$ cat src/rtl/dp_instr_encoder_pkg.sv
// dp_instr_encoder_pkg: shared codes, field layout and helpers for the ARM data-processing encoder
package dp_instr_encoder_pkg;
  typedef enum logic [1:0] {IDLE, SEARCH, OUT} state_t;
  localparam logic [1:0] OP2_IMM = 2'd0;
  localparam logic [1:0] OP2_REG_IMM = 2'd1;
  localparam logic [1:0] OP2_REG_REG = 2'd2;
  localparam logic [1:0] OP2_ILL = 2'd3;
  localparam logic [1:0] SH_LSL = 2'd0;
  localparam logic [1:0] SH_LSR = 2'd1;
  localparam logic [1:0] SH_ASR = 2'd2;
  localparam logic [1:0] SH_ROR = 2'd3;
  localparam logic [3:0] OPC_AND = 4'b0000;
  localparam logic [3:0] OPC_EOR = 4'b0001;
  localparam logic [3:0] OPC_SUB = 4'b0010;
  localparam logic [3:0] OPC_ADD = 4'b0100;
  localparam logic [3:0] OPC_CMP = 4'b1010;
  localparam logic [3:0] OPC_ORR = 4'b1100;
  localparam logic [3:0] OPC_MOV = 4'b1101;
  localparam int COND_LSB = 28;
  localparam int I_BIT = 25;
  localparam int OPC_LSB = 21;
  localparam int S_BIT = 20;
  localparam int RN_LSB = 16;
  localparam int RD_LSB = 12;
  // Upper 20 bits of the word: cond, 00, I, opcode, S, Rn, Rd
  function automatic logic [19:0] mk_hdr(input logic [3:0] c, input logic [3:0] op,
                                         input logic s_bit, input logic [3:0] n,
                                         input logic [3:0] d, input logic i);
    return {c, 2'b00, i, op, s_bit, n, d};
  endfunction
  function automatic logic [31:0] rol2(input logic [31:0] v, input logic [3:0] r);
    logic [63:0] d;
    d = {v, v} << {r, 1'b0};
    return d[63:32];
  endfunction
endpackage

$ cat src/rtl/imm_rot_matcher.sv
// imm_rot_matcher: tests N consecutive rotate candidates, reports the lowest one whose value fits in 8 bits
module imm_rot_matcher
  import dp_instr_encoder_pkg::*;
#(
  parameter int N = 1
) (
  input  logic [31:0] value,
  input  logic [3:0]  base_rot,
  output logic        hit,
  output logic [3:0]  rot,
  output logic [7:0]  imm8
);
  logic [31:0] rv;
  always_comb begin
    hit = 1'b0;
    rot = '0;
    imm8 = '0;
    rv = '0;
    for (int i = N - 1; i >= 0; i--) begin
      rv = rol2(value, base_rot + 4'(i));
      if (rv[31:8] == 24'd0) begin
        hit = 1'b1;
        rot = base_rot + 4'(i);
        imm8 = rv[7:0];
      end
    end
  end
endmodule

$ cat src/rtl/dp_instr_encoder.sv
// dp_instr_encoder: builds ARM data-processing words; immediates are encoded by a multi-cycle rotate search
module dp_instr_encoder
  import dp_instr_encoder_pkg::*;
#(
  parameter int ROTS_PER_CYCLE = 1
) (
  input  logic        clk1,
  input  logic        rst,
  input  logic        in_valid,
  output logic        in_ready,
  input  logic [3:0]  cond,
  input  logic [3:0]  opcode,
  input  logic        s,
  input  logic [3:0]  rn,
  input  logic [3:0]  rd,
  input  logic [1:0]  op2_mode,
  input  logic [31:0] imm_value,
  input  logic [3:0]  rm,
  input  logic [3:0]  rs,
  input  logic [1:0]  shift_type,
  input  logic [4:0]  shift_amt,
  output logic        out_valid,
  input  logic        out_ready,
  output logic [31:0] instruction,
  output logic        err
);
  localparam logic [3:0] STEP = 4'(ROTS_PER_CYCLE);
  localparam logic [3:0] LAST = 4'(ROTS_PER_CYCLE - 1);
  state_t state, state_d;
  logic [3:0] rot, rot_d, hit_rot;
  logic [19:0] hdr, hdr_d;
  logic [31:0] imm_q, imm_d, instr_d;
  logic [7:0] hit_imm8;
  logic err_d, hit;
  imm_rot_matcher #(.N(ROTS_PER_CYCLE)) u_imm_rot_matcher (
    .value(imm_q), .base_rot(rot), .hit(hit), .rot(hit_rot), .imm8(hit_imm8)
  );
  assign in_ready = state == IDLE;
  assign out_valid = state == OUT;
  always_comb begin
    state_d = state;
    rot_d = rot;
    hdr_d = hdr;
    imm_d = imm_q;
    instr_d = instruction;
    err_d = err;
    case (state)
      IDLE: if (in_valid) begin
        hdr_d = mk_hdr(cond, opcode, s, rn, rd, op2_mode == OP2_IMM);
        imm_d = imm_value;
        rot_d = '0;
        state_d = op2_mode == OP2_IMM ? SEARCH : OUT;
        err_d = op2_mode == OP2_ILL;
        instr_d = op2_mode == OP2_REG_IMM ? {hdr_d, shift_amt, shift_type, 1'b0, rm} :
                  op2_mode == OP2_REG_REG ? {hdr_d, rs, 1'b0, shift_type, 1'b1, rm} : '0;
      end
      SEARCH: begin
        rot_d = rot + STEP;
        if (hit) begin
          state_d = OUT;
          err_d = 1'b0;
          instr_d = {hdr, hit_rot, hit_imm8};
        end else if (rot + LAST == 4'd15) begin
          state_d = OUT;
          err_d = 1'b1;
          instr_d = '0;
        end
      end
      OUT: state_d = out_ready ? IDLE : OUT;
      default: state_d = IDLE;
    endcase
  end
  always_ff @(posedge clk1 or posedge rst) begin
    if (rst) begin
      state <= IDLE;
      rot <= '0;
      hdr <= '0;
      imm_q <= '0;
      instruction <= '0;
      err <= 1'b0;
    end else begin
      state <= state_d;
      rot <= rot_d;
      hdr <= hdr_d;
      imm_q <= imm_d;
      instruction <= instr_d;
      err <= err_d;
    end
  end
endmodule
$ cat config.mk
export PLATFORM = sky130hd
export DESIGN_NAME = dp_instr_encoder
export DESIGN_NICKNAME = d
export VERILOG_FILES = /design/src/rtl/dp_instr_encoder_pkg.sv /design/src/rtl/imm_rot_matcher.sv /design/src/rtl/dp_instr_encoder.sv
export SDC_FILE = /design/constraint.sdc
export NUM_CORES = 1
export LEC_CHECK = 0
export CORE_MARGIN = 4
export CORE_UTILIZATION = 35
export DETAILED_ROUTE_END_ITERATION = 10
export SYNTH_ARGS = -nofsm -noshare
export SYNTH_HDL_FRONTEND = slang
export SYNTH_SLANG_ARGS = --single-unit
$ cat constraint.sdc
create_clock -name clk1 -period 4.1 [get_ports clk1]
set_input_delay 0.615 -clock clk1 [delete_from_list [all_inputs] [get_ports clk1]]
set_output_delay 0.615 -clock clk1 [all_outputs]
set_load 0.02 [all_outputs]
==> impl_results.md <==
* Outcome: completed
* Final std cells w/o fill at 1031
* Boundary Pins at 105
* WL final at 18.4 mm
* Placed Instances at 1015
* CTS Root Buffer Type: clkbuf_16
* Highest net fanout along the worst path at 31
* Vias at 5647
* Layout cells sized above 1 at 0.140
* H-tree levels at 3
* Global-route wire length before repair at 30.0 mm
* Ys async rst share at 1.00
* Worst-path clk slew at 0.07 ns
* DRT iter0 DRCs at 529
* Reg2Reg Depth at 8
* GPL Wtd Cong at 0.933
* Total GRT Usage at 0.186
* PD cells at 656 nW/um^2
* Hold WS at 0.486 ns
* Register area share after synthesis at 0.353
* Primary FF master, synth: dfrtp_1
* PortBufs at 102
* Tcrit/Tclk final at 0.812
* Core Area at 17300 um^2
* CP endpoint kind: register
* Hold Path Stages at 2
* Hold-fix buffer count after cts at 0
* Largest net degree at the start of global routing at 71
* Initial antenna violation count at 0
* Die area at 19800 um^2
* Clk_lat worst skew at 0.35 ns
* Max cap viols at 0
* Die span in y at 141 um
* Worst slew pin tran at 0.925 ns
* First-pass DRT Iterations at 5
* RSZ-0062 raised after global routing: no
* Max Slew Vio Count at 0
* DRC Markers at 0
* CTS max path bufs at 2
* Synthesized area at 6180 um^2
* Max IR drop VDD at 0.258 mV
* Min Tclk post-route at 3.33 ns
* Antenna cells at 0
* Worst Skew at 0.00969 ns
* Dpl hpwl at 12.6 mm
* Hold Fails Final Rpt at 0
* Starting Density at 0.357
* Congestion Overflow GR at 0
* Avg Cell Area, Syn at 8.41 um^2
* Synth-to-Final Area Change at 23.6%
* # resized after CTS at 0
* Setup Fix Bufs, Post-CTS at 0
* Total CTS buffers at 9
* Most frequent cells in the layout: nand2_1 (234), clkdlybuf4s50_1 (102), dfrtp_1 (86)
* Post-synthesis cell count at 734
* Slew Limit Headroom at 0.383
* Final nets at 872
* Synth Warn # at 0
* Synthesized flop and latch total at 87
* Synth cell types at 67
* Met3 Use GR at 0.0353
* Maximum clock rate at 300 MHz
* Startpoint Class: register
* Row count at 48
* Critical setup path kind: reg -> reg
* LEAKAGE at 3.17 nW
* Layer with the highest usage: met2
* GRT met1 Usage at 0.269
* Setup_tns at 0 ns
* Avg WL per Cell at 17.8 um
* Post-layout util at 0.441
* Number of global-route vias before repair at 5455
* Vias/cell at 5.48
* M2 GR Usage at 0.277
* CTS tree: done
* Commonest non-fill, non-tap cell in the layout: nand2_1
* CP Data Required Time at 4.32 ns
* WP data arrival at 3.55 ns
* Clk sinks at 87
* Final setup viols at 0
* Hold/Removal Path Class: reg -> reg
* Final ANT Viol Nets at 0
* Die Span X at 141 um
* Post-synth EDFFs at 0
[area by class of cell]
type	instances	area, um^2
Multi-Input combinational cell	554	3580
Clock buffer	12	246
Timing Repair Buffer	120	1210
Fill cell	1730	9660
Tap cell	225	282
Clock inverter	4	30.0
Inverter	29	110
Sequential cell	87	2180
[cell families after synthesis]
family | Yosys count | synth area share
simple gates | 340 | 0.240
compound gates | 168 | 0.225
buf+inv | 94 | 0.0715
flops | 87 | 0.353
mux | 42 | 0.106
fa+ha+maj | 1 | 0.00203
other cells | 1 | 0.000607
xor+xnor | 1 | 0.00142
[report_power, final]
| group | leakage [nW] | switching [mW] | internal, mW |
|---|---|---|---|
| logic | 1.92 | 1.40 | 1.15 |
| clock network | 0.133 | 0.351 | 0.430 |
| registers | 1.12 | 0.533 | 1.15 |
| total | 3.17 | 2.28 | 2.73 |
[through the flow]
step,power (mW),cell area (um^2),setup slack (ns)
after floorplan,3.41,6180,1.23
after global placement,4.21,7360,0.824
after detailed placement,4.23,7360,0.802
after CTS,5.02,7640,0.788
after global routing,5.36,7640,0.540
final,5.01,7640,0.770
[critical path, cell delays in order (launching register included)]
cell,delay [ns]
dfrtp_1,0.58
buf_4,0.40
mux4_2,0.55
mux2_2,0.29
nor2b_1,0.11
nand4b_1,0.19
o21a_2,0.52
nor3_2,0.42
o21ai_1,0.12
[synthesized netlist by cell type, types with 3 or more instances]
cell type	number	share of area
nor3b_1	6	0.0073
nor3_1	17	0.014
inv_1	29	0.018
mux2_2	9	0.016
o31ai_1	7	0.0085
o41ai_2	17	0.045
a211oi_1	11	0.013
mux4_2	18	0.066
buf_4	8	0.0097
a22oi_1	4	0.0049
nor4_1	6	0.0061
a41oi_1	3	0.0043
nor2b_1	15	0.015
nand3_1	4	0.0032
a21oi_1	41	0.033
and2_1	3	0.0030
buf_2	14	0.011
o21ai_0	15	0.012
or3_1	3	0.0030
o21ai_1	11	0.0089
a211oi_2	20	0.041
buf_1	8	0.0049
buf_6	4	0.0073
nor2_1	37	0.022
clkbuf_1	30	0.018
dfrtp_1	87	0.35
nand2_1	235	0.14
mux2i_1	15	0.024
a31oi_1	8	0.0081
[per-layer routing]
layer | up-vias | part of all wire
li1 | 2718 | -
met1 | 2676 | 0.47
met2 | 218 | 0.44
met3 | 35 | 0.066
met4 | 0 | 0.026
met5 | - | 0
[registers in the layout (all words and copies together), names as in the netlist]
name,flops
err,1
hdr,18
imm_q,32
instruction,30
rot,4
state,2
[final timing paths]
path	slack (ns)	endpoint	startpoint
setup / recovery	0.77	instruction[8]$_DFFE_PP0P_	rot[0]$_DFFE_PP0P_
hold / removal	0.49	hdr[13]$_DFFE_PP0P_	hdr[13]$_DFFE_PP0P_
setup reg to reg	0.77	instruction[8]$_DFFE_PP0P_	rot[0]$_DFFE_PP0P_
hold reg to reg	0.49	hdr[13]$_DFFE_PP0P_	hdr[13]$_DFFE_PP0P_
max in group asynchronous	2.73	hdr[8]$_DFFE_PP0P_	rst
min in group asynchronous	0.66	imm_q[14]$_DFFE_PP0P_	rst
Note: power is estimated with default switching activity, not from simulation.
